### config.mk
export PLATFORM = sky130hd
export DESIGN_NAME = rgb_pwm_sequencer
export DESIGN_NICKNAME = d
export VERILOG_FILES = /design/src/rtl/rgb_pkg.sv /design/src/rtl/rgb_pwm_channel.sv /design/src/rtl/rgb_pwm_sequencer.sv
export SDC_FILE = /design/constraint.sdc
export NUM_CORES = 1
export LEC_CHECK = 0
export CAP_MARGIN = 20
export CORE_MARGIN = 2
export CORE_UTILIZATION = 60
export CTS_BUF_LIST = sky130_fd_sc_hd__clkbuf_8
export CTS_CLUSTER_DIAMETER = 80
export DETAILED_ROUTE_END_ITERATION = 12
export GPL_TIMING_DRIVEN = 0
export PLACE_DENSITY = 0.83
export SLEW_MARGIN = 10
export SYNTH_ARGS = -nofsm -noshare
export SYNTH_HDL_FRONTEND = slang
export SYNTH_SLANG_ARGS = --single-unit
### constraint.sdc
create_clock -name clk -period 2.8 [get_ports clk]
set_input_delay 0.28 -clock clk [delete_from_list [all_inputs] [get_ports clk]]
set_output_delay 0.28 -clock clk [all_outputs]
set_load 0.03 [all_outputs]
### src/rtl/rgb_pkg.sv
// Shared types and default parameters for the RGB LED PWM sequencer.
package rgb_pkg;

  typedef enum logic [1:0] {
    ST_OFF    = 2'd0,
    ST_SETTLE = 2'd1,
    ST_ON     = 2'd2,
    ST_STOP   = 2'd3
  } state_t;

  localparam int DEF_SETTLE_CYCLES = 2400;
  localparam int DEF_PRESCALE      = 94;
  localparam int DEF_PWM_BITS      = 8;

endpackage

### src/rtl/rgb_pwm_channel.sv
// One PWM channel: holds the active duty and the registered compare output.
module rgb_pwm_channel
  import rgb_pkg::*;
#(
  parameter int PWM_BITS = DEF_PWM_BITS
) (
  input  logic                clk,
  input  logic                resetn,
  input  logic                load,
  input  logic                run,
  input  logic [PWM_BITS-1:0] duty_in,
  input  logic [PWM_BITS-1:0] cnt,
  output logic                pwm
);

  logic [PWM_BITS-1:0] duty_reg;
  logic                pwm_reg;

  // The compare uses the duty held before any same-cycle load, so a new
  // duty only takes effect on the output one cycle after the counter wraps.
  always_ff @(posedge clk) begin
    if (!resetn) begin
      duty_reg <= '0;
      pwm_reg  <= 1'b0;
    end else begin
      if (load) duty_reg <= duty_in;
      pwm_reg <= run && (cnt < duty_reg);
    end
  end

  assign pwm = pwm_reg;

endmodule

### src/rtl/rgb_pwm_sequencer.sv
// Power sequencing FSM for an RGB LED driver plus a three-channel PWM with
// shadowed duty updates that only land on a PWM period boundary.
module rgb_pwm_sequencer
  import rgb_pkg::*;
#(
  parameter int SETTLE_CYCLES = DEF_SETTLE_CYCLES,
  parameter int PRESCALE      = DEF_PRESCALE,
  parameter int PWM_BITS      = DEF_PWM_BITS
) (
  input  logic                clk,
  input  logic                resetn,
  input  logic                enable,
  input  logic                cfg_valid,
  output logic                cfg_ready,
  input  logic [PWM_BITS-1:0] cfg_duty0,
  input  logic [PWM_BITS-1:0] cfg_duty1,
  input  logic [PWM_BITS-1:0] cfg_duty2,
  output logic                curren,
  output logic                rgbleden,
  output logic                pwm0,
  output logic                pwm1,
  output logic                pwm2,
  output logic                active
);

  localparam int              SETTLE_W    = (SETTLE_CYCLES > 1) ? $clog2(SETTLE_CYCLES) : 1;
  localparam logic [SETTLE_W-1:0] SETTLE_LOAD = SETTLE_W'(SETTLE_CYCLES - 1);
  localparam logic [15:0]     PRE_LAST    = 16'(PRESCALE - 1);

  state_t              state_reg, state_next;
  logic [SETTLE_W-1:0] settle_cnt_reg, settle_cnt_next;
  logic [15:0]         pre_cnt_reg;
  logic [PWM_BITS-1:0] pwm_cnt_reg;
  logic                pending_reg, pending_next;
  logic                ready_reg;
  logic [PWM_BITS-1:0] shadow_reg [3];
  logic [PWM_BITS-1:0] cfg_duty   [3];
  logic [2:0]          pwm_bus;

  logic in_on, on_next, tick, wrap, accept, load_active;

  always_comb begin
    state_next = state_reg;
    case (state_reg)
      ST_OFF:    if (enable) state_next = ST_SETTLE;
      ST_SETTLE: begin
        if (!enable)                   state_next = ST_OFF;
        else if (settle_cnt_reg == '0) state_next = ST_ON;
      end
      ST_ON:     if (!enable) state_next = ST_STOP;
      ST_STOP:   state_next = ST_OFF;
      default:   state_next = ST_OFF;
    endcase
  end

  always_comb begin
    settle_cnt_next = '0;
    if (state_next == ST_SETTLE)
      settle_cnt_next = (state_reg == ST_SETTLE) ? settle_cnt_reg - SETTLE_W'(1) : SETTLE_LOAD;
  end

  assign in_on   = (state_reg == ST_ON);
  assign on_next = (state_next == ST_ON);
  assign tick    = in_on && (pre_cnt_reg == PRE_LAST);
  assign wrap    = tick && (pwm_cnt_reg == '1);
  assign accept  = cfg_valid && ready_reg;

  // Outside ON the shadow may be copied at once, except on the edge that
  // enters ON: the channels would still compare against the old duty there.
  assign load_active = pending_reg && (wrap || (!in_on && !on_next));

  always_comb begin
    pending_next = pending_reg;
    if (accept)           pending_next = 1'b1;
    else if (load_active) pending_next = 1'b0;
  end

  always_ff @(posedge clk) begin
    if (!resetn) begin
      state_reg      <= ST_OFF;
      settle_cnt_reg <= '0;
      pre_cnt_reg    <= '0;
      pwm_cnt_reg    <= '0;
      pending_reg    <= 1'b0;
      ready_reg      <= 1'b0;
      for (int i = 0; i < 3; i++) shadow_reg[i] <= '0;
    end else begin
      state_reg      <= state_next;
      settle_cnt_reg <= settle_cnt_next;
      pending_reg    <= pending_next;
      ready_reg      <= !pending_next;
      if (!in_on)    pre_cnt_reg <= '0;
      else if (tick) pre_cnt_reg <= '0;
      else           pre_cnt_reg <= pre_cnt_reg + 16'd1;
      if (!in_on)    pwm_cnt_reg <= '0;
      else if (tick) pwm_cnt_reg <= pwm_cnt_reg + PWM_BITS'(1);
      if (accept)
        for (int i = 0; i < 3; i++) shadow_reg[i] <= cfg_duty[i];
    end
  end

  assign cfg_duty[0] = cfg_duty0;
  assign cfg_duty[1] = cfg_duty1;
  assign cfg_duty[2] = cfg_duty2;

  for (genvar gi = 0; gi < 3; gi++) begin : g_ch
    rgb_pwm_channel #(
      .PWM_BITS(PWM_BITS)
    ) u_ch (
      .clk     (clk),
      .resetn  (resetn),
      .load    (load_active),
      .run     (on_next),
      .duty_in (shadow_reg[gi]),
      .cnt     (pwm_cnt_reg),
      .pwm     (pwm_bus[gi])
    );
  end

  assign cfg_ready = ready_reg;
  assign curren    = (state_reg != ST_OFF);
  assign rgbleden  = in_on;
  assign active    = in_on;
  assign pwm0      = pwm_bus[0];
  assign pwm1      = pwm_bus[1];
  assign pwm2      = pwm_bus[2];

endmodule

After elaboration in Yosys (flattened, before gate mapping)
Memory sizes are Yosys's and may differ from the RTL's. A register that Yosys moved wholly into a read port is not among the register bits. Index checks and enable logic that the tools add are counted.

Add/sub/neg operators: 3. Multipliers: 0. Divide/modulo/power cells: 0. Order comparisons: 3. Eq/ne operators: 7. Shift operators: 0. Muxes and demuxes: 15. Bitwise gates (word level): 5. Reduce and logical (&&, ||, !) cells: 22.

Operator list (count): < comparator 8 bit (3); 2-to-1 mux 8 bit (3); adder 16 x 1 -> 16 bit, second input constant (1); == test 16 x 7 -> 1 bit, second input constant (1); logical NOT 12 bit (1); 2-to-1 mux 12 bit (1); subtractor 12 x 1 -> 12 bit, second input constant (1); adder 8 x 1 -> 8 bit, second input constant (1); == test 8 bit, second input constant (1); logical AND 1 bit (8); 2-to-1 mux 2 bit (4); case mux 2 bit (4 select lines) (1); == test 2 bit, second input constant (3); logical NOT 1 bit (6); 2-to-1 mux 1 bit (6); == test 2 x 1 -> 1 bit, second input constant (2); AND reduction 2 bit (2); OR 1 bit (3); AND reduction 3 bit (1); OR reduction 3 bit (1); logical NOT 2 bit (1); inverter 1 bit (2); nonzero test 2 bit (1); logical OR 1 bit (1).

Bits in registers: 43. Latch bits: 0. RAM bits: 24. ROM bits: 0. Input port bits: 28. Output and inout bits: 7. Logic and storage cells: 66. Memories: 1.

Memories: shadow_reg (words 3, width 8, read ports 3, clocked after Yosys merged registers in 3, wr ports 3, line rgb_pwm_sequencer.sv:36) `logic [PWM_BITS-1:0] shadow_reg [3];`.

Logic depth before layout (Yosys ltp)
Gate-level depths: netlist of the first run.

Depth in word-level cells: 12. Mapped depth: 9. Mapped depth without buffers: 7.

Hierarchy
A second synthesis of the first run with hierarchy kept.

Cell total of the unflattened synthesis: 404. Area total of the unflattened synthesis: 4254.1 um^2.

Modules (own cells, without submodules): rgb_pwm_sequencer (instances 1, cells each 257, area each 2760.1 um^2, sequential area each 1521.5 um^2); rgb_pwm_channel (instances 3, cells each 49, area each 498.0 um^2, sequential area each 180.2 um^2).

Least setup slack after synthesis of the first run
No wires, ideal clock.

Kind: reg2reg. Start: register pre_cnt_reg[0]. End: register g_ch[0].u_ch.duty_reg[0], read port of shadow_reg. Arrival: 2.274 ns. Path slack: 0.408 ns. Cell stages (with the launch flop): 9. Buffers on the path: 2. Period minus slack after synthesis: 2.392 ns. Path through: dfxtp_1 ha_1 or4b_1 nor4_4 nand4_2 a21bo_1 buf_6 buf_12 mux2i_1.

Cells in the longest elaborated chain, start to end: 5.

Ends and longest elaborated chain: start, declared (line rgb_pwm_sequencer.sv:32) `logic [15:0] pre_cnt_reg;`; start signal, assigned (line rgb_pwm_sequencer.sv:94) `else pre_cnt_reg <= pre_cnt_reg + 16'd1;`; == test 16 x 7 -> 1 bit (line rgb_pwm_sequencer.sv:64) `assign tick = in_on && (pre_cnt_reg == PRE_LAST);`; logical AND 1 bit (line rgb_pwm_sequencer.sv:64); logical AND 1 bit (line rgb_pwm_sequencer.sv:65) `assign wrap = tick && (pwm_cnt_reg == '1);`; logical OR 1 bit (line rgb_pwm_sequencer.sv:70) `assign load_active = pending_reg && (wrap || (!in_on && !on_next));`; logical AND 1 bit (line rgb_pwm_sequencer.sv:70); end, declared (line rgb_pwm_channel.sv:16) `logic [PWM_BITS-1:0] duty_reg;`.

Every way passes these cells. A chain may end at the register's enable or synchronous reset.

Worst setup path after layout of the first run
Start: register pre_cnt_reg[0]. End: register g_ch[0].u_ch.duty_reg[3], read port of shadow_reg.

The elaborated chain is that of the path after synthesis.

==> results of run 1 <==
worst register-to-register path, delay by kind of cell, from the launching register on:
family | cells | cell delay, ps
compound gates | 1 | 230
fa+ha+maj | 1 | 180
buf+inv | 2 | 300
flops | 1 | 440
mux | 1 | 160
simple gates | 3 | 1190
cell usage after synthesis (12+ instances only):
cell type and instances:
a21o_1 12, a21oi_1 13, and2_1 26, dfxtp_1 67, edfxtp_1 24, ha_1 26
inv_1 28, mux2i_1 25, nand2_1 57, nor2_1 31, xnor2_1 13, xor2_1 16
cells by family (layout without fill, tap and decap cells):
kind of cell               Yosys count  in the layout  synth area share
xor gates and xnor gates            29             29            0.0592
muxes                               25             25            0.0583
AOI/OAI and AO/OA                   38             38            0.0610
buffers and inverters               46             95            0.0583
DFF                                 91             91             0.481
adders and majority gates           26             26            0.0758
and+or+nand+nor                    172            172             0.207
power by group through the flow:
stage	logic, mW	clock network [mW]	registers (mW)
final	0.217	0.872	1.42
after global routing	0.239	0.952	1.42
after CTS	0.217	0.885	1.42
after detailed placement	0.215	0	1.45
after global placement	0.209	0	1.44
after floorplan	0.141	0	1.44
timing repair:
| action | 4_1_cts | 5_1_grt |
|---|---|---|
| hold buffers | 0 | 0 |
| resized for setup | 0 | 0 |
| buffers inserted | 0 | 0 |
| endpoints found under the setup margin | 0 | 12 |
per-layer routing:
layer,part of all wire,track usage,routed length [um]
met3,0.038,0.0606,298
met4,0.024,0.102,184
met2,0.47,0.357,3680
met1,0.47,0.280,3650
met5,0,0,0
cell type report:
| class | count | area [um^2] |
|---|---|---|
| Fill cell | 520 | 1940 |
| Timing Repair Buffer | 33 | 330 |
| Tap cell | 96 | 120 |
| Clock inverter | 7 | 65.1 |
| Inverter | 28 | 105 |
| Clock buffer | 9 | 124 |
| Sequential cell | 91 | 2060 |
| Buffer | 18 | 145 |
| Multi-Input combinational cell | 290 | 1980 |
path summary, 6_finish.rpt:
check                            from  slack, ps                       end
min reg2reg  g_ch[2].u_ch.duty_reg[4]        460  g_ch[2].u_ch.duty_reg[4]
max                    pre_cnt_reg[0]        220  g_ch[0].u_ch.duty_reg[3]
max reg2reg            pre_cnt_reg[0]        220  g_ch[0].u_ch.duty_reg[3]
min                            resetn        370              state_reg[1]
placed cells by master, fill, tap and decap left out, types with 3 or more instances in the layout:
cell type        instances
nand3_1                 11
and3_1                   5
and2_1                  26
mux2i_1                 25
nor3_1                   6
xnor2_1                 13
dlygate4sd3_1            3
dfxtp_1                 67
nand2b_1                 4
nor2_1                  31
inv_1                   28
clkbuf_1                 6
nand4_1                  9
clkdlybuf4s50_1         33
clkbuf_8                 9
a21o_1                  12
o211a_1                  3
xor2_1                  16
nand2_1                 57
nor4_1                   3
a21oi_1                 13
ha_1                    26
edfxtp_1                24
stage by stage:
stage               power (mW)  hold slack, ps  cell area [um^2]  utilization
global route              2.61             384              4930        0.718
CTS                       2.52             362              4930        0.718
finish                    2.51             370              4930        0.718
detailed placement        1.66             453              4740        0.690
floorplan                 1.58             434              4290            -
global placement          1.65             447              4740        0.690
==> impl_results.md, run 1 <==
* F_max at between 300 and 400 MHz
* Worst setup path category: flop to flop
* Hold Path Class: input port to flop
* VDD IR max at approximately 0.00041 V
* I/O Pins at 35
* Cell Pwr Density at 509 nW/um^2
* Register area share after synthesis at 0.481
* Rel. slew slack at 0.314
* Post-DRT Antenna Nets at 0
* Final hold vios at 0
* P_sw at ~0.60 mW
* R2R cell count at 8
* Wire per inst at around 14 um
* Critical-path cell list: ha_1 -> or4b_1 -> nor4_4 -> nand4_2 -> a21bo_1 -> buf_6 -> buf_12 -> mux2i_1
* Crit end category: flop
* CORE AREA at 6870 um^2
* Placed Instances at about 560
* Tmin final at around 2600 ps
* Pre-CTS WS at roughly 120 ps
* Worst path slowest cell: or4b_1
* Layout cells sized above 1 at 0.0672
* Yosys cell types at 53
* DRC Markers at 0
* Synthesized flop and latch total at 91
* PnR worst setup slack at between 200 and 250 ps
* Gpl congestion at between 0.8 and 0.9
* Critical Path RT at roughly 3100 ps
* P_int at 1.91 mW
* Clock buffer depth at 2
* Final net count at 525
* Arrival time at the worst endpoint at between 2000 and 3000 ps
* PortBufs at 33
* Rows at 30
* Clock Power Share at 0.348
* CTS buffer count at 9
* RSZ-0062 raised after global routing: no
* Critical path's top delay family: simple AND/OR/NAND/NOR gates
* Number of synthesized flops with an enable pin at 24
* Antenna Diode Count at 0
* Switching share of power at 0.238
* Syn. warnings at 0
* Die Height at just under 90 um
* Gate power share at 0.086
* Drt via density at approximately 5.2
* Hold Crit Depth at 2
* Total number of vias at around 3.0k
* Least-Margin Pin Slew at 1030 ps
* Global-route wire length before repair at 13.0 mm
* Layout area overhead at 14.9%
* GRT Util Overall at 0.222
* Post-DP HPWL at 5.63 mm
* DRT Pass-1 Iters at 4
* Setup_tns at 0 ps
* Clock Pin Slew Worst Setup and Hold Paths at around 90 ps
* Final setup fails at 0
* Post-Syn Instances at between 400 and 500
* Largest net degree at the start of global routing at 26
* CTS Sinks at 91
* Chip width at around 89 um
* Static leakage at between 2 and 2.5 nW
* Slowest stage delay, CP at 510 ps
* Die area at 7840 um^2
* DRT Wirelength at 7.82 mm
* Clock Skews at approximately 15 ps
* Synth Flop Type: dfxtp_1
* Initial antenna violation count at 0
* Iter 0 DRT Violations at about 110
* Synthesized area per cell at ~10 um^2
* Finished Layout Cells at ~570
* Biggest area consumer among synthesized cells: dfxtp_1
* Slew Limit Fails at 0
* H-tree depth at 3
* Vias in the first global route at about 2.8k
* Mapped cell area at ~4300 um^2
* CP bufs+invs at 2
* Top-area cell type share of the netlist area at 0.313
* Critical path fanouts, max at 10
* Top cells by area, synth: dfxtp_1 (31%), edfxtp_1 (17%), ha_1 (7.6%), mux2i_1 (5.8%), nand2_1 (5.0%)
* Crit path depth at 8
* Sequential Power Share at 0.566
* Status: finished clean
* Syn_nets at just under 500
* Initial core utilization at 0.625
* Max-cap violations at 0
* CP startpoint kind: flop
* Final Cycle Share at 0.920
* Worst-Skew Late Latency at 370 ps
* TritonCTS clock tree: built
* CTS Root Cell: clkbuf_8
* Grt total ovfl at 0
* Ys async rst share at 0
Power figures use the tool's default switching activity.
==> run 2: changes to the inputs <==
CTS_CLUSTER_SIZE = 30   (was default)
SETUP_SLACK_MARGIN = 0.02   (was default)
==> results of run 2 <==
Final layout, timing and power as in run 1 (identical DEF).
==> run 3: changes to the inputs <==
CORE_UTILIZATION = 54   (was 60)
PLACE_DENSITY = 0.79   (was 0.83)
clock period = 2.35 ns   (was 2.8 ns; I/O delays follow)
==> run 3 against run 2 <==
Compared with the run above:
- routed wire length is 6.4% higher
- non-clock buffer count is 7 higher
- power is 21% higher
- combinational power is 26% higher
- maximum frequency is 12% higher
- worst setup slack worse by 180 ps
- utilization is 6.5 points lower
==> impl_results.md, run 3 (synthesized netlist as in run 1, its figures left out) <==
* Largest net degree at the start of global routing at 26
* Grt total ovfl at 0
* Wire per inst at around 14 um
* Fin area at 5050 um^2
* Final Cycle Share at 0.979
* Drt via density at between 5 and 6
* Critical path's top delay family: simple AND/OR/NAND/NOR gates
* Reg2Reg Setup Slack at ~50 ps
* Clock buffer depth at 2
* Slowest stage delay, CP at 540 ps
* Layout cells sized above 1 at 0.101
* Die area at 8670 um^2
* Worst path slowest cell: or4b_4
* Critical-path cell list: or4_4 -> or4b_4 -> o21ai_4 -> a21bo_1 -> buf_6 -> buf_12 -> mux2i_1
* PortBufs at 33
* Gpl congestion at 0.760
* Arrival time at the worst endpoint at between 2000 and 3000 ps
* F_max at 435 MHz
* GRT Util Overall at 0.210
* Max-cap violations at 0
* Global-route wire length before repair at ~14 mm
* Finished Layout Cells at 585
* CTS Root Cell: clkbuf_8
* Post-DRT Antenna Nets at 0
* Commonest cells after routing, fill and taps aside: dfxtp_1 (64), nand2_1 (57), clkdlybuf4s50_1 (33), nor2_1 (31), inv_1 (29)
* Critical Path RT at 2630 ps
* Die Height at between 90 and 100 um
* DP Area at 4750 um^2
* Initial core utilization at 0.555
* Hold Path Class: input port to flop
* Status: finished clean
* Initial antenna violation count at 0
* Cell Pwr Density at roughly 600 nW/um^2
* Layout area overhead at 17.6%
* Final net count at about 530
* Commonest non-fill, non-tap cell in the layout: dfxtp_1
* Crit end category: flop
* Worst-Skew Late Latency at between 300 and 400 ps
* Post-DP HPWL at between 5 and 6 mm
* Final hold vios at 0
* DRC Markers at 0
* CTS Sinks at 91
* Antenna Diode Count at 0
* Fillcell total at 618
* Tmin final at about 2300 ps
* Multi-input logic area at around 2000 um^2
* Chip width at slightly above 90 um
* H-tree depth at 3
* CORE AREA at about 7700 um^2
* CTS buffer count at 9
* Placed Instances at around 560
* Clock Skews at about 13 ps
* CP bufs+invs at 2
* RSZ-0062 raised after global routing: yes
* Clock Pin Slew Worst Setup and Hold Paths at around 90 ps
* Rel. slew slack at 0.641
* I/O Pins at 35
* DRT Wirelength at between 8 and 9 mm
* DRT Pass-1 Iters at 4
* VDD IR max at 0.000393 V
* Critical path fanouts, max at 10
* Total number of vias at 3,073
* Slew Limit Fails at 0
* FF+latch area at 2070 um^2
* Vias in the first global route at roughly 3.0k
* TritonCTS clock tree: built
* Worst setup path category: flop to flop
* Worst Hold Slack at approximately 380 ps
* Final setup fails at 0
* Least-Margin Pin Slew at 537 ps
* Post-layout util at 0.653
* Power Total at 3.04 mW
* Static leakage at about 2.1 nW
* CP startpoint kind: flop
* Iter 0 DRT Violations at 119
* Rows at 32
run 3: routing by layer:
layer  GRT usage  vias to the layer above  routed length (um)
li1            -                     1552                   -
met1       0.264                     1451                3880
met2       0.358                       55                4020
met3      0.0355                       15                 253
met4      0.0895                        0                 166
met5           0                        -                   0
run 3: layout make-up:
type | instances | area share
buffer | 16 | 0.0273
multi-input combinational | 290 | 0.396
tap | 102 | 0.0253
timing repair buffer | 42 | 0.0803
inverter | 28 | 0.0208
clock buffer | 10 | 0.0273
sequential | 91 | 0.410
clock inverter | 6 | 0.0126
run 3: final timing paths:
path / from / end / cells after the start
setup / recovery: settle_cnt_reg[8] / g_ch[2].u_ch.duty_reg[7] / 7
hold / removal: resetn / state_reg[1] / 2
setup reg to reg: settle_cnt_reg[8] / g_ch[2].u_ch.duty_reg[7] / 7
hold reg to reg: settle_cnt_reg[0] / settle_cnt_reg[0] / 1
run 3: repair_timing:
item                                   4_1_cts  5_1_grt
setup buffers                                7        1
endpoints found under the hold margin        0        0
pin swaps                                    5        3
setup endpoints to repair                   34       34
gates resized for setup                      7        2
cloned                                       0        0
hold buffers                                 0        0
run 3: report_power, final:
group	internal [mW]	switching, mW
clock network	0.521	0.556
logic	0.141	0.134
registers	1.66	0.0283
total	2.32	0.719
run 3: per-stage QoR:
stage               TNS (ps)  setup slack, ps
floorplan                  0             76.9
global placement       -6360             -233
detailed placement     -7120             -263
CTS                        0             25.3
global route               0             5.80
finish                     0             49.6
